==> src/rtl/dcache_data_ctrl.sv <==
// -----------------------------------------------------------------------------
// dcache_data_ctrl
//
// Sequencer for the L1 D-cache 128-bit data array (32 sets x 4 words).
// Arbitrates CPU hit accesses (word read, byte-masked word write) against
// line refills delivered as four 32-bit beats, and issues one array command
// (CS/OE/WEB/A/DI) per cycle.
//
// Optional feature macro: DCACHE_CRIT_FWD_EN
//   Defined: the refill beat whose index equals the latched critical-word
//   offset is forwarded to the CPU as a cpu_rvalid pulse one cycle after its
//   handshake. Undefined: fill_off is ignored and fills never pulse cpu_rvalid.
//
// Ports:
//   CK, rst                 clock (rising edge), synchronous active-high reset
//   cpu_req/we/idx/off/wstrb/wdata   CPU access request, held until granted
//   cpu_gnt                 combinational grant (IDLE only, refill has priority)
//   cpu_rvalid, cpu_rdata   one-cycle read-data pulse and data
//   fill_start/idx/off      refill start pulse with set index and critical word
//   fill_valid/data/ready   beat handshake, beat 0 = word 0
//   fill_done               one-cycle pulse on the line-write cycle
//   busy                    controller not idle
//   da_CS/OE/WEB/A/DI       data array command (WEB active-low per byte)
//   da_DO                   array read data, valid the cycle after a read
// -----------------------------------------------------------------------------
module dcache_data_ctrl #(
   parameter int IDX_W = 5,
   parameter int BEATS = 4
) (
   input  logic             CK,
   input  logic             rst,
   input  logic             cpu_req,
   input  logic             cpu_we,
   input  logic [IDX_W-1:0] cpu_idx,
   input  logic [1:0]       cpu_off,
   input  logic [3:0]       cpu_wstrb,
   input  logic [31:0]      cpu_wdata,
   output logic             cpu_gnt,
   output logic             cpu_rvalid,
   output logic [31:0]      cpu_rdata,
   input  logic             fill_start,
   input  logic [IDX_W-1:0] fill_idx,
   input  logic [1:0]       fill_off,
   input  logic             fill_valid,
   input  logic [31:0]      fill_data,
   output logic             fill_ready,
   output logic             fill_done,
   output logic             busy,
   output logic             da_CS,
   output logic             da_OE,
   output logic [15:0]      da_WEB,
   output logic [IDX_W-1:0] da_A,
   output logic [127:0]     da_DI,
   input  logic [127:0]     da_DO
);

   typedef enum logic [2:0] {
      StIdle,
      StIssue,
      StResp,
      StCollect,
      StLwrite
   } state_e;

   localparam logic [1:0] LastBeat = 2'(BEATS - 1);

   state_e              state_q;
   logic                we_q;
   logic [IDX_W-1:0]    idx_q;
   logic [1:0]          off_q;
   logic [3:0]          wstrb_q;
   logic [31:0]         wdata_q;
   logic [IDX_W-1:0]    fidx_q;
   logic [1:0]          cnt_q;
   logic [3:0][31:0]    lbuf_q;   // word 0 in the low 32 bits, matches da_DI layout

`ifdef DCACHE_CRIT_FWD_EN
   logic [1:0]          foff_q;
   logic                fwd_q;
   logic [31:0]         fwd_data_q;
`else
   logic                unused_fill_off;
   assign unused_fill_off = ^fill_off;
`endif

   // Refill wins over a simultaneous CPU request; the CPU keeps cpu_req high.
   assign cpu_gnt = (state_q == StIdle) && cpu_req && !fill_start && !rst;

   always_ff @(posedge CK) begin
      if (rst) begin
         state_q    <= StIdle;
         we_q       <= 1'b0;
         idx_q      <= '0;
         off_q      <= '0;
         wstrb_q    <= '0;
         wdata_q    <= '0;
         fidx_q     <= '0;
         cnt_q      <= '0;
         lbuf_q     <= '0;
`ifdef DCACHE_CRIT_FWD_EN
         foff_q     <= '0;
         fwd_q      <= 1'b0;
         fwd_data_q <= '0;
`endif
      end else begin
`ifdef DCACHE_CRIT_FWD_EN
         fwd_q <= 1'b0;
`endif
         case (state_q)
            StIdle: begin
               if (fill_start) begin
                  state_q <= StCollect;
                  fidx_q  <= fill_idx;
                  cnt_q   <= '0;
`ifdef DCACHE_CRIT_FWD_EN
                  foff_q  <= fill_off;
`endif
               end else if (cpu_req) begin
                  state_q <= StIssue;
                  we_q    <= cpu_we;
                  idx_q   <= cpu_idx;
                  off_q   <= cpu_off;
                  wstrb_q <= cpu_wstrb;
                  wdata_q <= cpu_wdata;
               end
            end
            StIssue: state_q <= we_q ? StIdle : StResp;
            StResp:  state_q <= StIdle;
            StCollect: begin
               if (fill_valid) begin
                  lbuf_q[cnt_q] <= fill_data;
                  cnt_q         <= cnt_q + 2'd1;
                  if (cnt_q == LastBeat) begin
                     state_q <= StLwrite;
                  end
`ifdef DCACHE_CRIT_FWD_EN
                  if (cnt_q == foff_q) begin
                     fwd_q      <= 1'b1;
                     fwd_data_q <= fill_data;
                  end
`endif
               end
            end
            StLwrite: state_q <= StIdle;
            default:  state_q <= StIdle;
         endcase
      end
   end

   // Moore-style decode of the array command from the state register.
   always_comb begin
      busy       = (state_q != StIdle);
      fill_ready = (state_q == StCollect);
      fill_done  = (state_q == StLwrite);
      da_CS      = 1'b0;
      da_OE      = 1'b0;
      da_WEB     = 16'hFFFF;
      da_A       = '0;
      da_DI      = '0;
      cpu_rvalid = 1'b0;
      cpu_rdata  = '0;
      case (state_q)
         StIssue: begin
            da_CS = 1'b1;
            da_A  = idx_q;
            if (we_q) begin
               // One WEB nibble per word: bytes of word off live at [4*off +: 4].
               da_WEB[{off_q, 2'b00} +: 4] = ~wstrb_q;
               da_DI = {4{wdata_q}};
            end
         end
         StResp: begin
            da_OE      = 1'b1;
            cpu_rvalid = 1'b1;
            cpu_rdata  = da_DO[{off_q, 5'b00000} +: 32];
         end
         StLwrite: begin
            da_CS  = 1'b1;
            da_WEB = 16'h0000;
            da_A   = fidx_q;
            da_DI  = lbuf_q;
         end
         default: ;
      endcase
`ifdef DCACHE_CRIT_FWD_EN
      // Cannot collide with RESP: a fill and a CPU read never overlap.
      if (fwd_q) begin
         cpu_rvalid = 1'b1;
         cpu_rdata  = fwd_data_q;
      end
`endif
   end

endmodule

==> config.mk <==
export PLATFORM = sky130hd
export DESIGN_NAME = dcache_data_ctrl
export DESIGN_NICKNAME = d
export VERILOG_FILES = /design/src/rtl/dcache_data_ctrl.sv
export SDC_FILE = /design/constraint.sdc
export NUM_CORES = 1
export LEC_CHECK = 0
export ABC_AREA = 1
export CAP_MARGIN = 20
export CORE_MARGIN = 2
export CORE_UTILIZATION = 44
export DETAILED_ROUTE_END_ITERATION = 10
export HOLD_SLACK_MARGIN = 0.05
export PLACE_DENSITY = 0.81
export RECOVER_POWER = 25
export SLEW_MARGIN = 40
export SYNTH_ARGS = -nofsm -noshare
export SYNTH_HDL_FRONTEND = slang
export SYNTH_SLANG_ARGS = --single-unit
==> constraint.sdc <==
create_clock -name CK -period 2.9 [get_ports CK]
set_clock_uncertainty 0.2 [all_clocks]
set_input_delay 0.58 -clock CK [delete_from_list [all_inputs] [get_ports CK]]
set_output_delay 0.58 -clock CK [all_outputs]
set_load 0.02 [all_outputs]
==> qor.yml, run 1 <==
status:
  status: "completed"
place:
  pre_cts_slack_ns: -0.04767
  port_buffers: 401
  dp_hpwl_mm: 26.34
  gp_congestion: 0.9064
global_route:
  grt_pass1_vias: 11330
  grt_pass1_wl_mm: 58.56
  track_usage_pct: 30.36
  antenna_found_initial: 5
  grt_max_degree: 100
  grt.overflow.total: 0
synthesis:
  yosys.area_share.simple_pct: 46.41
  synth-seq-cells: 182
  syn-num-nets: 1959
  syn_avg_cell_area_um2: 5.866
  syn_area_mm2: 0.01017
  synthMuxAreaShare_pct: 0
  syn-instance-count: 1734
  synth_xor_area_share_pct: 0
  synth_adder_area_share_pct: 1.107
  synth_top_family_by_area: "simple AND/OR/NAND/NOR gates"
  synth-compound-area-share_pct: 6.938
  synth_cell_types: 24
  yosysSeqAreaShare_pct: 35.82
  ys.warnings.count: 0
worst_setup_path:
  critical_path.endpoint_type: "output pin"
  r2r_start: "state_q[1]$_SDFFE_PP0P_"
  crit_chain: "nor2_2 -> nand2_4 -> nor2_8 -> clkbuf_16 -> nand2_2 -> nand2_1 -> dlygate4sd2_1"
  cp_data_required_time_ns: 2.12
  worstPathArrival_ns: 2.07
  cp-start-kind: "flip-flop"
  worstSetupPathType: "flip-flop to output pin"
  critPathLaunch: "state_q[2]$_SDFFE_PP0P_"
  critPathSlowestCell: "dfxtp_1"
  slowest_delay_ns: 0.38
  crit_fanout: 16
routing:
  viasPerCell: 5.219
  ant_nets: 0
  drc: 0
  via_count: 12350
  finalWirelength_mm: 38.77
  drtIter0Drc: 1275
  first_pass_iters: 6
  wire_per_inst_um: 16.38
timing:
  fmax_mhz: 350.6
  hold_viol: 0
  setup_viol: 0
  holdWs_ns: 0.2840
  grt_setup_unrepaired: "yes"
  fin_crit_ns: 2.852
  min_period_over_period_pct: 98.36
  layout_setup_ws_ns: 0.04770
  drv_slew: 0
  worst_pin_slew_ns: 1.082
  slew_headroom_pct: 27.85
floorplan:
  dieHeight_um: 156.0
  dieArea_mm2: 0.02435
  fp-row-count: 55
  core_mm2: 0.02264
  io_pins: 404
  start_util_pct: 44.92
  die_x_um: 156.0
cells_and_area:
  drive_gt1_share_pct: 8.329
  synthToLayoutAreaGrowth_pct: 46.57
  fin_nets: 2289
clocking:
  clk_latency_ns: 0.45
  cts_root_buf: "clkbuf_16"
  clk_pin_slew_ns: 0.08
  cts_setup_buffers: 0
  clock_sinks: 182
  clk_path_buf_depth: 2
  htreeDepth: 4
  tritoncts: "built"
  cts_buffers: 17
  cts_hold_buf: 0
power_and_ir_drop:
  vdd_drop_max_mv: 0.3518
  pwr-share-clk_pct: 36.2
  pwr-share-seq_pct: 40.3
  powerDensity_mw_per_mm2: 442.6
  sw_frac_of_total_pct: 31.78
  internal_power_w: 0.004501
  leakagePower_nw: 7.257
  p_sw_w: 0.002097
  combPwrFrac_pct: 23.6
hold_path:
  min_from: "lbuf_q[79]$_SDFFE_PP0P_"
  hp-class: "flip-flop to flip-flop"
run:
  max-cap-violations: 0
synth_stat cells, drive strengths merged:
cell type / number / area [um^2]
dfxtp: 182 / 3643
ha: 9 / 112.6
nand2: 553 / 2101
nor2: 505 / 1932
buf: 82 / 424.2
inv: 108 / 405.4
o21ai: 105 / 525.5
a21oi: 36 / 180.2
nor3: 7 / 35.03
clkbuf: 42 / 158.9
nand4: 97 / 613.1
nand3: 8 / 40.04
routing by layer:
| layer | vias to the layer above | track usage (%) | wire, um |
|---|---|---|---|
| li1 | 6040 | - | - |
| met1 | 5592 | 34.84 | 14430 |
| met2 | 614 | 50.88 | 18410 |
| met3 | 108 | 8.639 | 4095 |
| met4 | 0 | 16.95 | 1830 |
| met5 | - | 0 | 0 |
logic make-up after synthesis:
logic type | Yosys count
buffers and inverters | 232
flip-flops | 182
AND/OR/NAND/NOR | 1170
adder cells (fa/ha/maj) | 9
AO/OA/AOI/OAI | 141
through the flow:
stage          power [W]  cells  area, um^2  util [%]  TNS [ns]
2_1_floorplan   0.003550   1734       10170         -         0
3_5_place_dp    0.004263   2327       14350     63.37   -0.1024
3_3_place_gp    0.004232   2327       14340     63.35   -0.1006
6_report        0.006598   2367       14910     65.85         0
4_1_cts         0.006596   2361       14940     65.97  -0.07777
5_1_grt         0.006873   2367       14910     65.85  -0.01321
worst max-delay path, delay by kind of cell (launching register included):
kind,cells,cell delay [ns]
simple gates,5,0.67
buf+inv,2,0.55
flops,1,0.38
state kept, by name, summed over array words and instances, names as in the netlist:
signal   count
lbuf_q     128
wstrb_q      4
cnt_q        2
state_q      3
we_q         1
off_q        2
fidx_q       5
idx_q        5
wdata_q     32
path summary, 6_finish.rpt:
path | to | slack, ns | cells after the start
setup / recovery | da_DI[119] | 0.05 | 7
hold / removal | lbuf_q[79]$_SDFFE_PP0P_ | 0.28 | 2
setup reg to reg | state_q[0]$_SDFFE_PP0P_ | 0.59 | 7
hold reg to reg | lbuf_q[79]$_SDFFE_PP0P_ | 0.28 | 2
layout make-up:
class                           count  area [um^2]
Multi-Input combinational cell   1320         5640
Fill cell                        2092         7732
Tap cell                          285        356.6
Antenna cell                        5        12.51
Clock buffer                       17        425.4
Timing Repair Buffer              435         4220
Inverter                          108        420.4
Clock inverter                     15        183.9
Sequential cell                   182         3649
cells in the final DEF (no fill, tap or decap), types with 2 or more instances in the layout:
cell / netlist / routed
a21oi_1: 36 / 36
buf_12: 0 / 10
buf_4: 5 / 17
clkbuf_16: 0 / 18
clkbuf_2: 1 / 35
clkbuf_4: 0 / 3
clkdlybuf4s15_1: 0 / 48
clkdlybuf4s15_2: 0 / 24
clkdlybuf4s50_1: 0 / 217
clkinv_4: 0 / 2
clkinv_8: 0 / 3
dfxtp_1: 182 / 180
diode_2: 0 / 5
dlygate4sd2_1: 0 / 73
ha_1: 9 / 6
ha_4: 0 / 2
inv_1: 103 / 100
inv_2: 5 / 4
inv_4: 0 / 2
inv_6: 0 / 6
inv_8: 0 / 4
nand2_1: 543 / 535
nand2_2: 10 / 17
nand3_1: 8 / 8
nand4_1: 96 / 96
nor2_1: 498 / 495
nor2_2: 5 / 5
nor2_4: 1 / 4
nor3_1: 7 / 3
nor3_2: 0 / 3
o21ai_0: 99 / 95
o21ai_1: 6 / 10
power by group through the flow:
| stage | clock [W] | sequential [W] | combinational (W) |
|---|---|---|---|
| global placement | 0 | 0.00270 | 0.00153 |
| detailed placement | 0 | 0.00271 | 0.00155 |
| CTS | 0.00242 | 0.00265 | 0.00153 |
| floorplan | 0 | 0.00269 | 0.000856 |
| global route | 0.00251 | 0.00267 | 0.00170 |
| finish | 0.00239 | 0.00266 | 0.00155 |
repair_timing:
action                     4_1_cts  5_1_grt
pin swaps                        0        1
gates resized for setup        275      118
cloned                           2        1
setup endpoints to repair      184      134
No activity file was read; power rests on OpenSTA's default activity.
==> run 2: changes to the inputs <==
- HOLD_SLACK_MARGIN: 0.05 -> unset
- RECOVER_POWER: 25 -> unset
==> run 2 against run 1 <==
Maximum frequency down 0.14%. Design area is 0.20% higher. Global-route usage stayed put. First-iteration DRC count increased by 2.8%. Power grew 0.19%.
==> qor.yml, run 2 (synthesis results as in run 1) <==
timing:
  slew_headroom_pct: 46.52
  drv_slew: 0
  worst_pin_slew_ns: 0.8011
  fin_crit_ns: 2.856
  grt_setup_unrepaired: "yes"
  min_period_over_period_pct: 98.50
  fmax_mhz: 350.1
  holdWs_ns: 0.2832
  setup_viol: 0
  layout_setup_ws_ns: 0.04364
  hold_viol: 0
floorplan:
  start_util_pct: 44.92
  dieArea_mm2: 0.02435
  dieHeight_um: 156.0
  io_pins: 404
  fp-row-count: 55
  core_mm2: 0.02264
  die_x_um: 156.0
cells_and_area:
  drive_gt1_share_pct: 8.426
  layout.cells.most_common: "nand2_1"
  largest_register_ff_count: 128
  layout_common_cells: "535 x nand2_1, 494 x nor2_1, 217 x clkdlybuf4s50_1"
  fin_nets: 2289
  final_cells: 2367
  top_register: "lbuf_q"
  final_cell_area_mm2: 0.01494
  reg.largest.list: "lbuf_q x128, wdata_q x32"
  synthToLayoutAreaGrowth_pct: 46.87
  n_fill_cell: 2084
  regArea_mm2: 0.003649
  multiInputGateArea_mm2: 0.005648
  utilization_pct: 65.98
global_route:
  grt_pass1_wl_mm: 58.56
  grt_pass1_vias: 11330
  grt_max_degree: 100
  grt.overflow.total: 0
  track_usage_pct: 30.36
  antenna_found_initial: 5
place:
  dpl_cell_area_mm2: 0.01435
  pre_cts_slack_ns: -0.04767
  gp_congestion: 0.9064
  dp_hpwl_mm: 26.34
  numPlacedInstances: 2327
  port_buffers: 401
run:
  max-cap-violations: 0
routing:
  wire_per_inst_um: 16.39
  finalWirelength_mm: 38.81
  first_pass_iters: 6
  via_count: 12370
  drc: 0
  viasPerCell: 5.227
  ant_nets: 0
  drtIter0Drc: 1311
worst_setup_path:
  cp_data_required_time_ns: 2.12
  worstPathArrival_ns: 2.08
  crit_fanout: 36
  worstSetupPathType: "flip-flop to output pin"
  critical_path.endpoint_type: "output pin"
  cp-start-kind: "flip-flop"
power_and_ir_drop:
  powerDensity_mw_per_mm2: 442.6
  vdd_drop_max_mv: 0.3551
  leakagePower_nw: 7.267
clocking:
  tritoncts: "built"
  clk_latency_ns: 0.45
  htreeDepth: 4
  clock_sinks: 182
  cts_hold_buf: 0
  cts_setup_buffers: 0
  clk_pin_slew_ns: 0.07
  clk_path_buf_depth: 2
  cts_root_buf: "clkbuf_16"
  cts_buffers: 17
hold_path:
  hp-class: "flip-flop to flip-flop"
status:
  status: "completed"
==> run 2: timing repair <==
action,4_1_cts,5_1_grt
hold endpoints to repair,0,0
gates cloned,2,1
resized for setup,275,118
setup endpoints to repair,184,134
pin swaps,0,1
==> run 2: area by class of cell <==
class                   count  area share (%)
diodes                      5         0.08376
clock buffers              17           2.848
clock inverters            15           1.231
inverters                 108           2.814
multi-input cells        1320           37.81
flip-flops and latches    182           24.42
well taps                 285           2.387
repair buffers            435           28.40
==> run 2: path summary, 6_finish.rpt <==
check                               start                      end  slack, ns  cells past startpoint
setup / recovery    off_q[0]$_SDFFE_PP0P_             cpu_rdata[0]       0.04                      6
hold / removal    lbuf_q[79]$_SDFFE_PP0P_  lbuf_q[79]$_SDFFE_PP0P_       0.28                      2
setup reg to reg  state_q[1]$_SDFFE_PP0P_  lbuf_q[18]$_SDFFE_PP0P_       0.93                      6
hold reg to reg   lbuf_q[79]$_SDFFE_PP0P_  lbuf_q[79]$_SDFFE_PP0P_       0.28                      2
==> run 2: report_power, final <==
| part | switching (W) | internal, W |
|---|---|---|
| logic | 0.000894 | 0.000669 |
| registers | 0.0000636 | 0.00259 |
| clock network | 0.00115 | 0.00124 |
==> run 2: metal layers <==
metal | up-vias | part of all wire, % | GRT usage, %
met3 | 119 | 11 | 8.639
met5 | - | 0 | 0
met1 | 5563 | 37 | 34.84
met4 | 0 | 4.8 | 16.95
li1 | 6032 | - | -
met2 | 658 | 48 | 50.88
==> run 2: worst max-delay path, cell delays in order, from the launching register on <==
cell	delay, ns
dfxtp_4	0.39
buf_12	0.21
nor2_1	0.07
nor2_1	0.30
o21ai_0	0.15
a21oi_1	0.16
dlygate4sd2_1	0.35
==> run 2: metrics by stage <==
stage          setup TNS [ns]  total power (W)
2_1_floorplan               0         0.003550
3_5_place_dp          -0.1024         0.004263
3_3_place_gp          -0.1006         0.004232
6_report                    0         0.006611
5_1_grt              -0.01321         0.006881
4_1_cts              -0.07777         0.006596
